==> config.mk <==
export PLATFORM = sky130hd
export DESIGN_NAME = mips_multicycle_ctrl
export DESIGN_NICKNAME = d
export VERILOG_FILES = /design/src/rtl/mips_multicycle_ctrl_pkg.sv /design/src/rtl/mips_ctrl_decode.sv /design/src/rtl/mips_multicycle_ctrl.sv
export SDC_FILE = /design/constraint.sdc
export NUM_CORES = 1
export LEC_CHECK = 0
export BUFFER_PORTS_ARGS = -buffer_cell sky130_fd_sc_hd__buf_2
export CORE_MARGIN = 2
export CORE_UTILIZATION = 47
export DETAILED_ROUTE_END_ITERATION = 10
export PLACE_DENSITY = 0.77
export SYNTH_ARGS = -nofsm -noshare
export SYNTH_HDL_FRONTEND = slang
export SYNTH_HIERARCHICAL = 1
export SYNTH_SLANG_ARGS = --single-unit
==> constraint.sdc <==
create_clock -name clk -period 1.7 [get_ports clk]
set_clock_uncertainty 0.05 [all_clocks]
set_input_delay 0 -clock clk [delete_from_list [all_inputs] [get_ports clk]]
set_output_delay 0 -clock clk [all_outputs]
set_load 0.01 [all_outputs]
==> src/rtl/mips_multicycle_ctrl_pkg.sv <==
// Shared encodings for the multi-cycle MIPS control FSM and its decoder.
package mips_multicycle_ctrl_pkg;

    localparam logic [5:0] OP_SPECIAL = 6'h00;
    localparam logic [5:0] OP_ORI     = 6'h0D;
    localparam logic [5:0] OP_LW      = 6'h23;
    localparam logic [5:0] OP_SW      = 6'h2B;
    localparam logic [5:0] OP_BEQ     = 6'h04;
    localparam logic [5:0] OP_LUI     = 6'h0F;
    localparam logic [5:0] OP_JAL     = 6'h03;

    localparam logic [5:0] FN_ADD = 6'h20;
    localparam logic [5:0] FN_SUB = 6'h22;
    localparam logic [5:0] FN_JR  = 6'h08;

    localparam logic [2:0] ALU_ADD = 3'b000;
    localparam logic [2:0] ALU_SUB = 3'b001;
    localparam logic [2:0] ALU_OR  = 3'b010;
    localparam logic [2:0] ALU_NOP = 3'b111;

    localparam logic [1:0] PC_SRC_SEQ  = 2'd0;
    localparam logic [1:0] PC_SRC_BR   = 2'd1;
    localparam logic [1:0] PC_SRC_JUMP = 2'd2;
    localparam logic [1:0] PC_SRC_RS   = 2'd3;

    localparam logic [1:0] REG_DST_RT = 2'd0;
    localparam logic [1:0] REG_DST_RD = 2'd1;
    localparam logic [1:0] REG_DST_RA = 2'd2;

    localparam logic [1:0] M2R_ALU = 2'd0;
    localparam logic [1:0] M2R_MEM = 2'd1;
    localparam logic [1:0] M2R_PC  = 2'd2;

    localparam logic [1:0] EXT_ZERO = 2'd0;
    localparam logic [1:0] EXT_SIGN = 2'd1;
    localparam logic [1:0] EXT_LUI  = 2'd2;

    localparam logic ALU_SRC_RT  = 1'b0;
    localparam logic ALU_SRC_IMM = 1'b1;

    typedef enum logic [2:0] {
        S_FETCH  = 3'd0,
        S_DECODE = 3'd1,
        S_EXEC   = 3'd2,
        S_MEM    = 3'd3,
        S_WB     = 3'd4,
        S_TRAP   = 3'd5
    } state_e;

    typedef enum logic [3:0] {
        IC_ADD, IC_SUB, IC_JR, IC_ORI, IC_LW, IC_SW, IC_BEQ, IC_LUI, IC_JAL, IC_ILL
    } iclass_e;

endpackage

==> src/rtl/mips_ctrl_decode.sv <==
// Combinational op/func -> instruction class decoder with a legal flag.
module mips_ctrl_decode
    import mips_multicycle_ctrl_pkg::*;
(
    input  logic [5:0] i_op,
    input  logic [5:0] i_func,
    output iclass_e    o_class,
    output logic       o_legal
);

    always_comb begin
        o_class = IC_ILL;
        case (i_op)
            OP_SPECIAL: begin
                case (i_func)
                    FN_ADD:  o_class = IC_ADD;
                    FN_SUB:  o_class = IC_SUB;
                    FN_JR:   o_class = IC_JR;
                    default: o_class = IC_ILL;
                endcase
            end
            OP_ORI:  o_class = IC_ORI;
            OP_LW:   o_class = IC_LW;
            OP_SW:   o_class = IC_SW;
            OP_BEQ:  o_class = IC_BEQ;
            OP_LUI:  o_class = IC_LUI;
            OP_JAL:  o_class = IC_JAL;
            default: o_class = IC_ILL;
        endcase
    end

    assign o_legal = (o_class != IC_ILL);

endmodule

==> src/rtl/mips_multicycle_ctrl.sv <==
// Multi-cycle MIPS control FSM with retired-instruction counter.
// Define CTRL_ILLEGAL_TRAP_EN to trap (and freeze) on illegal instructions.
module mips_multicycle_ctrl
    import mips_multicycle_ctrl_pkg::*;
#(
    parameter int INSTRET_W = 32
) (
    input  logic                 clk,
    input  logic                 rst_n,
    input  logic [5:0]           op,
    input  logic [5:0]           func,
    input  logic                 zero,
    input  logic                 imem_ack,
    input  logic                 dmem_ack,
    output logic                 imem_req,
    output logic                 dmem_req,
    output logic                 dmem_we,
    output logic                 ir_wr,
    output logic                 pc_wr,
    output logic [1:0]           pc_src,
    output logic                 reg_wr,
    output logic [1:0]           reg_dst,
    output logic [1:0]           mem_to_reg,
    output logic                 alu_src,
    output logic [1:0]           ext_op,
    output logic [2:0]           alu_ctrl,
    output logic [2:0]           state,
    output logic [INSTRET_W-1:0] instret
);

    localparam logic [INSTRET_W-1:0] INSTRET_ONE = {{(INSTRET_W-1){1'b0}}, 1'b1};

    state_e                r_state;
    state_e                w_next_state;
    logic                  w_retire;
    logic [INSTRET_W-1:0]  r_instret;
    iclass_e               w_class;
    logic                  w_legal;

    mips_ctrl_decode u_decode (
        .i_op    (op),
        .i_func  (func),
        .o_class (w_class),
        .o_legal (w_legal)
    );

    always_ff @(posedge clk or negedge rst_n) begin
        if (!rst_n) begin
            r_state   <= S_FETCH;
            r_instret <= '0;
        end else begin
            r_state <= w_next_state;
            if (w_retire)
                r_instret <= r_instret + INSTRET_ONE;
        end
    end

    // Outputs are gated by rst_n so every enable is quiet while reset is held.
    always_comb begin
        w_next_state = r_state;
        w_retire     = 1'b0;
        imem_req     = 1'b0;
        dmem_req     = 1'b0;
        dmem_we      = 1'b0;
        ir_wr        = 1'b0;
        pc_wr        = 1'b0;
        pc_src       = PC_SRC_SEQ;
        reg_wr       = 1'b0;
        reg_dst      = REG_DST_RT;
        mem_to_reg   = M2R_ALU;
        alu_src      = ALU_SRC_RT;
        ext_op       = EXT_ZERO;
        alu_ctrl     = ALU_NOP;
        if (rst_n) begin
            case (r_state)
                S_FETCH: begin
                    imem_req = 1'b1;
                    if (imem_ack) begin
                        ir_wr        = 1'b1;
                        pc_wr        = 1'b1;
                        pc_src       = PC_SRC_SEQ;
                        w_next_state = S_DECODE;
                    end
                end
                S_DECODE: begin
                    if (!w_legal) begin
`ifdef CTRL_ILLEGAL_TRAP_EN
                        w_next_state = S_TRAP;
`else
                        w_retire     = 1'b1;
                        w_next_state = S_FETCH;
`endif
                    end else begin
                        case (w_class)
                            IC_JAL: begin
                                reg_wr       = 1'b1;
                                reg_dst      = REG_DST_RA;
                                mem_to_reg   = M2R_PC;
                                pc_wr        = 1'b1;
                                pc_src       = PC_SRC_JUMP;
                                w_retire     = 1'b1;
                                w_next_state = S_FETCH;
                            end
                            IC_JR: begin
                                pc_wr        = 1'b1;
                                pc_src       = PC_SRC_RS;
                                w_retire     = 1'b1;
                                w_next_state = S_FETCH;
                            end
                            default: w_next_state = S_EXEC;
                        endcase
                    end
                end
                S_EXEC: begin
                    case (w_class)
                        IC_ADD: begin
                            alu_ctrl     = ALU_ADD;
                            alu_src      = ALU_SRC_RT;
                            w_next_state = S_WB;
                        end
                        IC_SUB: begin
                            alu_ctrl     = ALU_SUB;
                            alu_src      = ALU_SRC_RT;
                            w_next_state = S_WB;
                        end
                        IC_ORI: begin
                            alu_ctrl     = ALU_OR;
                            alu_src      = ALU_SRC_IMM;
                            ext_op       = EXT_ZERO;
                            w_next_state = S_WB;
                        end
                        IC_LUI: begin
                            alu_ctrl     = ALU_OR;
                            alu_src      = ALU_SRC_IMM;
                            ext_op       = EXT_LUI;
                            w_next_state = S_WB;
                        end
                        IC_LW, IC_SW: begin
                            alu_ctrl     = ALU_ADD;
                            alu_src      = ALU_SRC_IMM;
                            ext_op       = EXT_SIGN;
                            w_next_state = S_MEM;
                        end
                        IC_BEQ: begin
                            alu_ctrl = ALU_SUB;
                            alu_src  = ALU_SRC_RT;
                            if (zero) begin
                                pc_wr  = 1'b1;
                                pc_src = PC_SRC_BR;
                            end
                            w_retire     = 1'b1;
                            w_next_state = S_FETCH;
                        end
                        default: w_next_state = S_FETCH;
                    endcase
                end
                S_MEM: begin
                    dmem_req = 1'b1;
                    dmem_we  = (w_class == IC_SW);
                    if (dmem_ack) begin
                        if (w_class == IC_SW) begin
                            w_retire     = 1'b1;
                            w_next_state = S_FETCH;
                        end else begin
                            w_next_state = S_WB;
                        end
                    end
                end
                S_WB: begin
                    reg_wr       = 1'b1;
                    reg_dst      = (w_class == IC_ADD || w_class == IC_SUB) ? REG_DST_RD : REG_DST_RT;
                    mem_to_reg   = (w_class == IC_LW) ? M2R_MEM : M2R_ALU;
                    w_retire     = 1'b1;
                    w_next_state = S_FETCH;
                end
`ifdef CTRL_ILLEGAL_TRAP_EN
                S_TRAP: w_next_state = S_TRAP;
`endif
                default: w_next_state = S_FETCH;
            endcase
        end
    end

    assign state   = r_state;
    assign instret = r_instret;

endmodule

==> results.cfg <==
[status]
outcome = finished, violations left
violations = setup timing

[drt]
totalWireLength_mm = 8.61
routed_via_density = 6.20
dr.pass1.iters = 6
drc = 0
wl_per_cell_um = 19.4
ant_nets = 0
drt_iter0_drc = 267
dr_total_vias = 2745

[final_layout]
area_growth_pct = 64.4
n_antenna_cell = 0
register_area_um2 = 877
multi_input_area_mm2 = 0.00162
final_layout_size_suffix_gt1_share_pct = 51.9
final_cell_mix = buf_2, buf_4, dfrtp_1, xnor2_1, nand4_1
final_util_pct = 80.0
final_common_cell = buf_2
n_fill_cell = 278
nets = 406

[setup_path]
startpoint_type = input port
r2r_start = state[2]
reg2reg_depth = 7
cp_max_fo = 6
r2r_setup_slack_ns = -0.42
crit_type = in2reg
crit_arrival_ns = 2.59
r2r_end = instret[5]
worstPathRequired_ns = 1.82
end_kind = register

[pwr]
pwr-share-seq_pct = 29.8
combPwrFrac_pct = 46.0
sw_frac_of_total_pct = 34.8
clockPowerShare_pct = 24.2
internal_power_mw = 2.13
p_sw_mw = 1.14
powerDensity_mw_per_mm2 = 869
ir_worst_vdd_mv = 1.17
p_leak_nw = 1.80
total_power_mw = 3.26

[floorplanning]
die_y_um = 73.7
initial_core_util_pct = 48.6
ios = 70
fp-row-count = 25
dieWidth_um = 73.7
die-area_mm2 = 0.00543
core_mm2 = 0.00469

[global_routing]
grt_start_max_net_pins = 27
grt_antenna_before_repair = 0
grt-ovfl-total = 0
first_global_vias = 2458
grt_pass1_wl_mm = 12.0
grt_usage_pct = 28.9

[synth]
avgSynthCellArea_um2 = 8.98
synth_fp_nets = 272
ys_types = 51
synth_area_mm2 = 0.00228
ys_warn_count = 6
ys_seq_area_share_pct = 38.4
async_flop_share_pct = 100
synthFlopType = dfrtp_1
synth_edf_count = 0
netlist_instances = 254
ys_ff_latch = 35

[placement]
port_buffers = 69
gp_congestion = 0.840
place_hpwl_mm = 4.53

[clock_tree]
insertion_delay_ns = 0.30
cts_tree = yes
cts_buffers = 5
clkTransAtPathRegs_ns = 0.07
clock_path_buffers = 2
cts.sinks = 35
htree_levels = 2
clock-root-buffer = clkbuf_8

[sta]
tightest_slew_ns = 0.399
setup_viol = 50
maxSlewHeadroom_pct = 73.3
setup_ws_ns = -0.763
post-route-period-util_pct = 145
hold_ws_ns = 0.160
rsz0062_at_grt = yes
drv_slew = 0
fin_crit_ns = 2.46
hold_viol_final = 0
fmax_ghz = 0.406

[min_path]
min_delay_path_depth = 4
min_from = rst_n
min_to = state[2]
hp-class = in2reg

[job]
drv_cap = 0
-- cell families after synthesis --
| logic type | Yosys count | share of synthesized area [%] |
|---|---|---|
| AOI/OAI and AO/OA | 32 | 9.49 |
| xor gates and xnor gates | 33 | 12.7 |
| adders and majority gates | 1 | 0.548 |
| buffers and inverters | 23 | 5.04 |
| DFF | 35 | 38.4 |
| muxes | 2 | 0.932 |
| and+or+nand+nor | 128 | 32.9 |
-- cells in the mapped netlist (2+ instances only) --
master,n,area (um2)
xnor2_1,31,272
nor2b_1,5,31.3
nand2b_1,2,12.5
and2_1,5,31.3
nor4_1,6,37.5
buf_4,5,37.5
nand2_1,17,63.8
inv_1,5,18.8
nand4b_1,2,17.5
a21o_1,3,22.5
clkbuf_1,9,33.8
and4_1,6,52.6
buf_2,2,10.0
nand4_1,19,119
nand3_1,17,85.1
nor3b_2,2,25.0
nand3b_1,3,22.5
a31oi_1,3,18.8
dfrtp_1,35,876
xor2_1,2,17.5
o21ai_0,9,45.0
nor3_1,9,45.0
a21oi_1,6,30.0
nor2_1,15,56.3
and3_1,10,62.6
-- power by group through the flow --
stage / clock network [mW] / registers (mW) / logic (mW)
2_1_floorplan: 0 / 1.04 / 0.554
3_3_place_gp: 0 / 0.975 / 1.04
3_5_place_dp: 0 / 0.979 / 1.06
4_1_cts: 0.790 / 0.964 / 1.38
5_1_grt: 0.831 / 0.978 / 1.58
6_report: 0.790 / 0.971 / 1.50
-- per-stage QoR --
step,setup WS (ns),setup TNS (ns),instance area [um2],cells
finish,-0.763,-24.79,3750,443
global route,-0.803,-26.42,3750,443
CTS,-0.507,-15.32,3560,441
detailed placement,-0.886,-28.68,3120,417
global placement,-0.806,-26.54,3120,417
floorplan,-0.687,-20.97,2370,254
-- layer usage --
layer | vias to the layer above | share of wire [%] | track usage (%)
met5 | - | 0 | 0
met2 | 203 | 48 | 47.9
li1 | 1199 | - | -
met3 | 67 | 8.0 | 5.76
met4 | 0 | 7.2 | 13.9
met1 | 1276 | 37 | 35.8
-- sequential cells by signal (all words and copies together) (netlist names) --
signal,count
instret,32
state,3
-- critical path, stage by stage --
cell and delay [ns]:
buf_12 0.11, nor4_4 0.32, a31oi_2 0.10, a21oi_2 0.24, buf_4 0.16, o311ai_4 0.13, buf_4 0.17, buf_6 0.11
o31a_1 0.31, o221ai_4 0.28, buf_6 0.21, buf_6 0.15, nand4_1 0.12, xnor2_1 0.16
-- repair_timing --
action | CTS | global route
endpoints found under the setup margin | 47 | 50
pin swaps | 42 | 31
endpoints found under the hold margin | 35 | 0
gates resized for setup | 44 | 39
hold buffers | 1 | 0
buffers inserted | 16 | 4
cloned | 1 | 0
-- worst max path at each step --
| stage | startpoint | end | slack, ns | cells after the start |
|---|---|---|---|---|
| after floorplan | op[1] | instret[22] | -0.69 | 12 |
| after global placement | op[1] | instret[5] | -0.81 | 11 |
| after detailed placement | op[1] | instret[5] | -0.89 | 11 |
| after CTS | op[5] | instret[12] | -0.51 | 12 |
| after global routing | func[0] | instret[8] | -0.80 | 12 |
| final | op[5] | instret[5] | -0.76 | 14 |
-- layout make-up --
type                       instances  share of cell area (%)
multi-input combinational        196                    43.3
timing repair buffer             145                    27.9
sequential                        35                    23.4
clock buffer                       6                    2.20
tap                               54                    1.80
clock inverter                     2                   0.934
inverter                           5                   0.500
(Power assumes the default switching activity.)
